<file path="src/rtl/common.vh">
`ifndef COMMON_VH
`define COMMON_VH
`define V32 31:0
`endif

</file>
<file path="src/rtl/dcache_direct_pkg.sv">
// Shared types and geometry defaults for the direct-mapped data cache.
`include "common.vh"
package dcache_direct_pkg;
  localparam int DCACHE_LINES = 16;
  localparam int DCACHE_WORDS = 4;
  localparam int OFFSET_BITS  = $clog2(DCACHE_WORDS);
  localparam int INDEX_BITS   = $clog2(DCACHE_LINES);

  typedef enum logic [1:0] {
    IDLE  = 2'd0,
    FILL  = 2'd1,
    WRITE = 2'd2,
    DONE  = 2'd3
  } t_dcache_state;
endpackage

</file>
<file path="src/rtl/dcache_array.sv">
// Tag/valid/data storage: combinational read port, one synchronous write port, valids cleared on reset.
`include "common.vh"
module dcache_array
  import dcache_direct_pkg::*;
#(
  parameter int IDX_W = INDEX_BITS,
  parameter int OFF_W = OFFSET_BITS,
  parameter int TAG_W = 32 - INDEX_BITS - OFFSET_BITS - 2
) (
  input  logic             clock,
  input  logic             reset,
  input  logic [IDX_W-1:0] rd_index,
  input  logic [OFF_W-1:0] rd_offset,
  output logic             rd_valid,
  output logic [TAG_W-1:0] rd_tag,
  output logic [`V32]      rd_data,
  input  logic             wr_en,
  input  logic [IDX_W-1:0] wr_index,
  input  logic [OFF_W-1:0] wr_offset,
  input  logic [`V32]      wr_data,
  input  logic             wr_set_tag,
  input  logic [TAG_W-1:0] wr_tag
);
  localparam int LINES = 1 << IDX_W;
  localparam int DEPTH = LINES << OFF_W;

  logic [TAG_W-1:0] tag_mem  [LINES];
  logic [`V32]      data_mem [DEPTH];
  logic [LINES-1:0] valid_q, valid_d;

  always_comb begin
    valid_d = valid_q;
    if (wr_set_tag) valid_d[wr_index] = 1'b1;
  end

  always_ff @(posedge clock) begin
    if (reset) valid_q <= '0;
    else       valid_q <= valid_d;
  end

  // Tag and data contents are meaningless until the valid bit is set, so they carry no reset.
  always_ff @(posedge clock) begin
    if (wr_en)      data_mem[{wr_index, wr_offset}] <= wr_data;
    if (wr_set_tag) tag_mem[wr_index] <= wr_tag;
  end

  assign rd_valid = valid_q[rd_index];
  assign rd_tag   = tag_mem[rd_index];
  assign rd_data  = data_mem[{rd_index, rd_offset}];
endmodule

</file>
<file path="src/rtl/dcache_direct.sv">
// Direct-mapped write-through no-allocate D-cache: load hits in 0 cycles, misses fill a whole line.
// busy stalls the pipeline during FILL/WRITE; optional hit/miss counters under DCACHE_STATS_EN.
`include "common.vh"
module dcache_direct
  import dcache_direct_pkg::*;
#(
  parameter int LINES = DCACHE_LINES,
  parameter int WORDS = DCACHE_WORDS
) (
  input  logic         clock,
  input  logic         reset,
  input  logic         req_valid,
  input  logic         req_write,
  input  logic [`V32]  req_addr,
  input  logic [`V32]  req_wdata,
  output logic         busy,
  output logic [`V32]  rdata,
  output logic         mem_req,
  output logic         mem_write,
  output logic [`V32]  mem_addr,
  output logic [`V32]  mem_wdata,
  input  logic         mem_ack,
  input  logic [`V32]  mem_rdata
`ifdef DCACHE_STATS_EN
  ,
  output logic [`V32]  hit_count,
  output logic [`V32]  miss_count
`endif
);
  localparam int OFF_W = $clog2(WORDS);
  localparam int IDX_W = $clog2(LINES);
  localparam int TAG_W = 32 - IDX_W - OFF_W - 2;

  t_dcache_state    state_q, state_d;
  logic [OFF_W-1:0] cnt_q, cnt_d;
  logic [`V32]      addr_q, addr_d;
  logic [`V32]      wdata_q, wdata_d;

  logic [`V32]      acc_addr;
  logic [OFF_W-1:0] req_off;
  logic [IDX_W-1:0] req_idx;
  logic [TAG_W-1:0] req_tag;
  logic             rd_valid;
  logic [TAG_W-1:0] rd_tag;
  logic [`V32]      rd_data;
  logic             hit, load_hit;

  logic             arr_wr_en, arr_set_tag;
  logic [OFF_W-1:0] arr_wr_off;
  logic [`V32]      arr_wr_data;
  logic             unused_ok;

  // Once an access leaves IDLE the latched copy is used, so mid-transfer req_* changes are ignored.
  assign acc_addr  = (state_q == IDLE) ? req_addr : addr_q;
  assign req_off   = acc_addr[OFF_W+1:2];
  assign req_idx   = acc_addr[OFF_W+IDX_W+1:OFF_W+2];
  assign req_tag   = acc_addr[31:OFF_W+IDX_W+2];
  assign unused_ok = &{1'b0, acc_addr[1:0]};

  assign hit      = rd_valid && (rd_tag == req_tag);
  assign load_hit = (state_q == IDLE) && req_valid && !req_write && hit;
  assign busy     = req_valid && !(load_hit || (state_q == DONE));
  assign rdata    = (load_hit || (state_q == DONE)) ? rd_data : '0;

  always_comb begin
    state_d     = state_q;
    cnt_d       = cnt_q;
    addr_d      = addr_q;
    wdata_d     = wdata_q;
    mem_req     = 1'b0;
    mem_write   = 1'b0;
    mem_addr    = '0;
    mem_wdata   = '0;
    arr_wr_en   = 1'b0;
    arr_set_tag = 1'b0;
    arr_wr_off  = cnt_q;
    arr_wr_data = mem_rdata;
    case (state_q)
      IDLE: begin
        if (req_valid) begin
          if (req_write) begin
            state_d = WRITE;
            addr_d  = {req_addr[31:2], 2'b00};
            wdata_d = req_wdata;
          end else if (!hit) begin
            state_d = FILL;
            cnt_d   = '0;
            addr_d  = {req_addr[31:2], 2'b00};
          end
        end
      end
      FILL: begin
        mem_req  = 1'b1;
        mem_addr = {addr_q[31:OFF_W+2], cnt_q, 2'b00};
        if (mem_ack) begin
          arr_wr_en = 1'b1;
          cnt_d     = cnt_q + 1'b1;
          if (cnt_q == OFF_W'(WORDS - 1)) begin
            arr_set_tag = 1'b1;
            state_d     = DONE;
          end
        end
      end
      WRITE: begin
        mem_req   = 1'b1;
        mem_write = 1'b1;
        mem_addr  = addr_q;
        mem_wdata = wdata_q;
        if (mem_ack) begin
          if (hit) begin
            arr_wr_en   = 1'b1;
            arr_wr_off  = req_off;
            arr_wr_data = wdata_q;
          end
          state_d = DONE;
        end
      end
      DONE:    state_d = IDLE;
      default: state_d = IDLE;
    endcase
  end

  always_ff @(posedge clock) begin
    if (reset) begin
      state_q <= IDLE;
      cnt_q   <= '0;
      addr_q  <= '0;
      wdata_q <= '0;
    end else begin
      state_q <= state_d;
      cnt_q   <= cnt_d;
      addr_q  <= addr_d;
      wdata_q <= wdata_d;
    end
  end

  dcache_array #(
    .IDX_W (IDX_W),
    .OFF_W (OFF_W),
    .TAG_W (TAG_W)
  ) u_array (
    .clock      (clock),
    .reset      (reset),
    .rd_index   (req_idx),
    .rd_offset  (req_off),
    .rd_valid   (rd_valid),
    .rd_tag     (rd_tag),
    .rd_data    (rd_data),
    .wr_en      (arr_wr_en & ~reset),
    .wr_index   (req_idx),
    .wr_offset  (arr_wr_off),
    .wr_data    (arr_wr_data),
    .wr_set_tag (arr_set_tag & ~reset),
    .wr_tag     (req_tag)
  );

`ifdef DCACHE_STATS_EN
  logic [`V32] hit_q, hit_d, miss_q, miss_d;

  always_comb begin
    hit_d  = hit_q;
    miss_d = miss_q;
    if (load_hit) hit_d = hit_q + 32'd1;
    if ((state_q == IDLE) && (state_d == FILL)) miss_d = miss_q + 32'd1;
  end

  always_ff @(posedge clock) begin
    if (reset) begin
      hit_q  <= '0;
      miss_q <= '0;
    end else begin
      hit_q  <= hit_d;
      miss_q <= miss_d;
    end
  end

  assign hit_count  = hit_q;
  assign miss_count = miss_q;
`endif
endmodule

</file>
<file path="config.mk">
export PLATFORM = sky130hd
export DESIGN_NAME = dcache_direct
export DESIGN_NICKNAME = d
export VERILOG_FILES = /design/src/rtl/dcache_direct_pkg.sv /design/src/rtl/dcache_array.sv /design/src/rtl/dcache_direct.sv
export VERILOG_INCLUDE_DIRS = /design/src /design/src/rtl
export SDC_FILE = /design/constraint.sdc
export NUM_CORES = 2
export LEC_CHECK = 0
export CAP_MARGIN = 20
export CORE_MARGIN = 5
export CORE_UTILIZATION = 50
export CTS_CLUSTER_SIZE = 20
export DETAILED_ROUTE_END_ITERATION = 7
export HOLD_SLACK_MARGIN = 0.08
export PLACE_DENSITY = 0.66
export SKIP_LAST_GASP = 1
export SYNTH_ARGS = -nofsm -noshare
export SYNTH_HDL_FRONTEND = slang
export SYNTH_SLANG_ARGS = --single-unit
</file>
<file path="constraint.sdc">
create_clock -name clock -period 9.4 [get_ports clock]
set_input_delay 2.35 -clock clock [delete_from_list [all_inputs] [get_ports clock]]
set_output_delay 2.35 -clock clock [all_outputs]
set_load 0.01 [all_outputs]
</file>
# After elaboration in Yosys (flattened, before gate mapping)
# Memory sizes are Yosys's and may differ from the RTL's.
# Cells that the tools add are included.
dict set report op_classes {
  n_mux 41
  order_cmp 2
  n_reduce_logical 16
  n_eq_ne 13
  addsub 1
  bitwise 4
}
# operator count
set ops {}
lappend ops {{$mux 32} 8}
lappend ops {{$pmux 32 s2} 1}
lappend ops {{$mux 2} 13}
lappend ops {{$eq 24x24->1} 1}
lappend ops {{$or 16x16->16} 1}
lappend ops {{$mux 1} 14}
lappend ops {{$ne 2x2->1 const B} 7}
lappend ops {{$reduce_and 5->1} 2}
lappend ops {{$pmux 2 s4} 1}
lappend ops {{$eq 2x2->1 const B} 3}
lappend ops {{$logic_and 1x1->1} 6}
lappend ops {{$reduce_and 3->1} 2}
lappend ops {{$lt 4x5->1 const B} 1}
lappend ops {{$bmux 1 s4} 1}
lappend ops {{$demux 1 s4} 1}
lappend ops {{$ge 4x1->1 const B} 1}
lappend ops {{$pmux 2 s2} 1}
lappend ops {{$ne 3x3->1 const B} 1}
lappend ops {{$add 2x1->2 const B} 1}
lappend ops {{$and 1x1->1} 2}
lappend ops {{$eq 2x1->1 const B} 1}
lappend ops {{$logic_not 1->1} 2}
lappend ops {{$logic_not 2->1} 1}
lappend ops {{$pmux 1 s2} 1}
lappend ops {{4 further kinds} 4}
dict set report totals {
  mem_bits_rw 2432
  memories 2
  ff_bits 84
  word_cells 84
  input_bits 101
}
# memory depth word_bits rd rd_ports_with_merged_regs write_ports line
set memory_table {}
lappend memory_table {u_array.data_mem 64 32 1 0 1 dcache_array.sv:28} ;# logic [`V32] data_mem [DEPTH];
lappend memory_table {u_array.tag_mem 16 24 1 0 1 dcache_array.sv:27} ;# logic [TAG_W-1:0] tag_mem [LINES];

# Longest topological paths before layout
dict set report depth {
  depth_word 11
  mapped_depth 17
  mapped_depth_nobuf 12
}

# Modules after synthesis
# A second synthesis with hierarchy kept.
dict set report unflattened {
  cells_unflattened 4405
  area_unflattened_um2 97511.0
}
# mod instances area_each_um2 cells_per_inst
set modules_own_cells {}
lappend modules_own_cells {dcache_array 1 93126.8 3881}
lappend modules_own_cells {dcache_direct 1 4384.2 524}

# Worst setup path after synthesis
# No wires, ideal clock.
dict set report synth_path {
  path_kind {input to register}
  start {input req_addr[5]}
  end {memory u_array.data_mem[57][0] in the netlist's numbering (enable)}
  setup_slack_ns 0.833
  stages 14
  path_buffers 4
  setup_time_ns 0.501
  arrival_ns 8.066
  t_required_ns 8.899
  path_cell_list {buf_2 or3b_1 buf_2 clkbuf_1 clkbuf_1 a21oi_1 o41ai_1 nand4_1 xnor2_1 nor4_1 nand4_1 nor4_2 mux2i_1 nor4_1}
}
dict set report synth_between {
  elab_chain_cells 10
  word_cells_on_any_way 15
  cone_classes {1 x eq/ne; 11 x mux; 1 x bitwise; 1 x reduce/logical; 1 x memory}
}
# element line
set synth_lines {}
lappend synth_lines {{from (decl)} dcache_direct.sv:14} ;# input logic [`V32] req_addr,
lappend synth_lines {{$mux 32 (*)} dcache_direct.sv:54} ;# assign acc_addr = (state_q == IDLE) ? req_addr : addr_q;
lappend synth_lines {{$mem_v2 16x24 / $bmux 1 s4 (equally long branches)} -}
lappend synth_lines {{$eq 24x24->1 / $mux 1 (equally long branches)} {dcache_direct.sv:60, dcache_array.sv:47}}
lappend synth_lines {{$logic_and 1x1->1} dcache_direct.sv:60} ;# assign hit = rd_valid && (rd_tag == req_tag);
lappend synth_lines {{$mux 1} dcache_direct.sv:110} ;# if (hit) begin
lappend synth_lines {{$mux 1} dcache_direct.sv:109} ;# if (mem_ack) begin
lappend synth_lines {{$pmux 1 s2} dcache_direct.sv:78} ;# case (state_q)
lappend synth_lines {{$and 1x1->1} dcache_direct.sv:149} ;# .wr_en (arr_wr_en & ~reset),
lappend synth_lines {{$mux 1} dcache_array.sv:43} ;# if (wr_en) data_mem[{wr_index, wr_offset}] <= wr_data;
lappend synth_lines {{$mux 1 (not written as such)} dcache_array.sv:43}
lappend synth_lines {{to (decl)} dcache_array.sv:28}
# Every way passes the cells marked *; elsewhere a longest branch is shown, timed or not. The select of a mux whose other input is x is not followed.

# Worst setup path after layout
dict set report layout_path {
  start {input req_addr[4]}
  end {output rdata[10]}
}
dict set report layout_between {
  elab_chain_cells 7
  word_cells_on_any_way 10
  cone_classes {1 x eq/ne; 4 x mux; 3 x reduce/logical; 2 x memory}
}
# element line
set layout_lines {}
lappend layout_lines {{$mux 32 (*)} dcache_direct.sv:54}
lappend layout_lines {{$mem_v2 16x24 / $bmux 1 s4 (equally long branches)} -}
lappend layout_lines {{$eq 24x24->1 / $mux 1 (equally long branches)} {dcache_direct.sv:60, dcache_array.sv:47}}
lappend layout_lines {{$logic_and 1x1->1} dcache_direct.sv:60}
lappend layout_lines {{$logic_and 1x1->1} dcache_direct.sv:61} ;# assign load_hit = (state_q == IDLE) && req_valid && !req_write && hit;
lappend layout_lines {{$logic_or 1x1->1} dcache_direct.sv:63} ;# assign rdata = (load_hit || (state_q == DONE)) ? rd_data : '0;
lappend layout_lines {{$mux 32 (*)} dcache_direct.sv:63}
lappend layout_lines {{to (decl)} dcache_direct.sv:17} ;# output logic [`V32] rdata,
# Marks and branches as above.

==> reports/qor.txt <==
synthesized area -> 99050 sq um
worst slew margin relative to its limit -> 0.2324
# nets final -> 5892
CP max stage delay -> 0.52 ns
met2 Use GR -> 0.4077
number of synthesized flops with an enable pin -> 2432
share of async-settable or async-resettable flops after synthesis -> 0
min setup slack post-route -> 0.1141 ns
total number of vias -> 53850
mean area per synthesized cell -> 18.64 sq um
buffer type at the clock tree root -> clkbuf_16
mean number of vias per cell -> 6.257
TritonCTS clock tree -> done
Max Clock Skew -> 0.08021 ns
Die ar. -> 207100 sq um
area fraction in compound gates after synthesis -> 0.04405
final period utilization -> 0.9879
cell with the biggest individual delay on the critical path -> or3b_2
Hold Crit Class -> flip-flop to flip-flop
number of antenna violations at the first check in global routing -> 7
ratio of cells with drive above 1 in the final layout -> 0.2347
number of buffers and inverters on the critical path -> 8
vias in the first global route -> 53960
number of instances in the synthesized netlist -> 5315
cell repeated most along the worst path -> buf_4
DR DRC count -> 0
Hold Fails Final Rpt -> 0
register area -> 74670 sq um
pin count of the biggest net entering global routing -> 100
clock latency at the later pin of the worst-skew pair -> 0.93 ns
mux cell area share after synthesis -> 0.1320
detail-routed net length per standard cell -> 30.85 um
area growth from synthesis to final layout -> 16.08%
die span in y -> 455.1 um
total setup violations reported at the end of the flow -> 0
yosys warns -> 0
# IOs -> 200
Power Density -> 263.1 nW/um^2
Yosys reg bits -> 2514
wire length reported by the detailed router -> 265.5 mm
peak fanout along the critical path -> 22
filler cell count -> 14540
violation count after the first detailed-route iteration -> 6225
max-capacitance violation count -> 0
adder and majority gate portion of the synthesized area -> 0.0006316
RD Place Congestion -> 0.8328
Setup WS pre-CTS -> -0.01773 ns
global routing met3 resource utilization -> 0.04510
max-slew violation total from the final report -> 0
Final Instance Count excl. Fillers -> 8607
width of the chip -> 455.1 um
type of the setup path with the least slack -> input port to primary output
level count of the clock H-tree -> 5
post-route ant nets -> 0
Clock Sink Count -> 2514
post-synthesis cell type count -> 59
area taken by multi-input logic gates -> 23650 sq um
row cnt -> 163
type of destination of the critical path -> primary output
synthesized-area fraction occupied by and/or/nand/nor cells -> 0.05099
outcome -> completed
maximum vdd drop -> 0.0001885 V
number of detailed-routing iterations run before antenna repair -> 6
area of all placed cells without fillers -> 115000 sq um
global-route wire length before repair -> 380.5 mm
leading post-synthesis cells by cell area -> edfxtp_1 (74%), mux4_2 (12%), nand2_1 (2.3%)
layer with the highest usage after global routing -> met2
portion of synthesized cell area occupied by the leading cell type -> 0.7373
highest clock rate -> 0.1077 GHz
initial core utilization -> 0.5022
Post-Place Cells -> 8140
CP arrival -> 6.94 ns
synthesized-area fraction occupied by xor and xnor cells -> 0.002122
total core area -> 197200 sq um
main combinational cell family by area after synthesis -> multiplexers
instance area at placement -> 106500 sq um
static leakage -> 37.06 nW
chain of cells forming the critical path -> clkdlybuf4s50_1, or3b_2, buf_12, buf_4, a21o_1, a41oi_2, nor4_1, buf_4, xnor2_1, nor3_1, nand4_1, nor2_1, buf_4, a21oi_4, buf_12, nor4_1, buf_4, clkdlybuf4s50_1
fraction of the yosys area taken by sequential cells -> 0.7539
detailed placement HPWL -> 146.5 mm
Least-Margin Pin Slew -> 1.151 ns
Clock transition at path regs -> 0.06 ns
total routing usage reported by global routing -> 0.2555
Crit path max-delay family -> buffers and inverters
TritonCTS buffer count -> 274
dominant cell type by area after synthesis -> edfxtp_1
met1 layer usage reported by global route -> 0.3537
Critical Path RT -> 7.05 ns
element type at the critical path start -> input port
maximum buffer depth of the clock tree -> 4
grt ovf -> 0
final worst path period need -> 9.286 ns
Port Buffer Count -> 195
dominant synthesized flop cell -> edfxtp_1
==> metrics by stage <==
stage | hold slack (ns) | setup TNS, ns | util | total power [mW]
floorplan | 0.4337 | 0 | - | 17.67
global placement | 0.4428 | 0 | 0.5401 | 20.44
detailed placement | 0.4545 | -0.02601 | 0.5402 | 20.50
CTS | 0.4639 | 0 | 0.5813 | 30.34
global route | 0.4879 | -0.008145 | 0.5830 | 31.33
finish | 0.4626 | 0 | 0.5830 | 30.25
==> layout by cell type (no fill, tap or decap), drive strengths merged, types with 9 or more instances in the layout <==
master	synthesis	final
edfxtp	2432	2432
nand2	600	600
mux4	528	528
clkbuf	168	352
buf	180	350
a21o	218	218
a21oi	192	192
clkdlybuf4s50	0	190
nor2	136	136
nand3	135	135
dfxtp	82	82
clkinv	0	80
mux2i	75	75
and2	68	68
and3	63	63
a31oi	63	63
nor4	50	50
a41oi	49	49
mux2	38	39
o22ai	33	33
inv	28	31
nor3	25	25
xnor2	23	23
o41ai	21	21
o2111ai	12	12
nand4	10	10
bufinv	0	10
a2111oi	9	9
==> per-layer routing <==
metal  wire (um)  share of wire
met1      103700           0.39
met5           0              0
met3       22750          0.086
met4       11860          0.045
met2      127200           0.48
==> sequential cells by signal, indices dropped and copies added (netlist names) <==
| name | flops |
|---|---|
| wdata_q | 32 |
| state_q | 2 |
| u_array.data_mem | 2048 |
| u_array.tag_mem | 384 |
| cnt_q | 2 |
| u_array.valid_q | 16 |
| addr_q | 30 |
==> power by group <==
| part | switching, mW | internal [mW] |
|---|---|---|
| clock network | 4.15 | 5.76 |
| logic | 4.62 | 3.15 |
| registers | 0.0443 | 12.5 |
| total | 8.81 | 21.4 |
==> layout make-up <==
class                      instances  share of cell area
sequential                      2514              0.6494
multi-input combinational       2427              0.2057
clock buffer                     352             0.06403
timing repair buffer             541             0.04486
tap                             2640             0.02873
clock inverter                    99            0.006235
inverter                          28           0.0009141
antenna                            6           0.0001306
==> worst register-to-register path: stages (launching register included) <==
cell,delay (ns)
dfxtp_1,0.36
inv_1,0.16
ha_4,0.43
or3b_2,0.87
buf_4,0.38
buf_4,0.23
a21oi_1,0.09
o41ai_1,0.35
nand4_1,0.20
xnor2_1,0.20
nor4_1,0.36
nand4_1,0.32
nor4_2,0.69
mux2i_4,0.66
buf_4,0.39
nor3_4,0.08
buf_4,0.41
==> what timing repair did <==
action / 4_1_cts / 5_1_grt
gates resized for setup: 3 / 29
pin swaps: 0 / 6
setup endpoints to repair: 6 / 28
cloned: 0 / 1
setup buffers: 0 / 3
hold buffers: 0 / 0
==> kinds of logic (layout without fill, tap and decap cells) <==
group | count (synthesis) | after routing
AND/OR/NAND/NOR | 1115 | 1115
multiplexers | 641 | 642
adder cells (fa/ha/maj) | 5 | 5
XOR/XNOR | 24 | 24
flip-flops | 2514 | 2514
other | 1 | 8
buffers and inverters | 376 | 1020
AO/OA/AOI/OAI | 639 | 639
==> synth_stat cells, drive strengths merged (21+ instances only) <==
| cell | number |
|---|---|
| edfxtp | 2432 |
| nand2 | 600 |
| mux4 | 528 |
| a21o | 218 |
| a21oi | 192 |
| buf | 180 |
| clkbuf | 168 |
| nor2 | 136 |
| nand3 | 135 |
| dfxtp | 82 |
| mux2i | 75 |
| and2 | 68 |
| a31oi | 63 |
| and3 | 63 |
| nor4 | 50 |
| a41oi | 49 |
| mux2 | 38 |
| o22ai | 33 |
| inv | 28 |
| nor3 | 25 |
| xnor2 | 23 |
| o41ai | 21 |
==> final timing paths <==
kind / start / end / slack [ns] / depth (start not counted)
worst max register to register: state_q[1]$_SDFFE_PP0P_ / u_array.data_mem[25][16]$_DFFE_PP_ / 2.76 / 16
worst max-delay path: req_addr[4] / rdata[10] / 0.11 / 18
worst min-delay path: u_array.valid_q[0]$_SDFFE_PP0P_ / u_array.valid_q[0]$_SDFFE_PP0P_ / 0.46 / 2
worst min register to register: u_array.valid_q[0]$_SDFFE_PP0P_ / u_array.valid_q[0]$_SDFFE_PP0P_ / 0.46 / 2
Note: power is estimated with default switching activity, not from simulation.
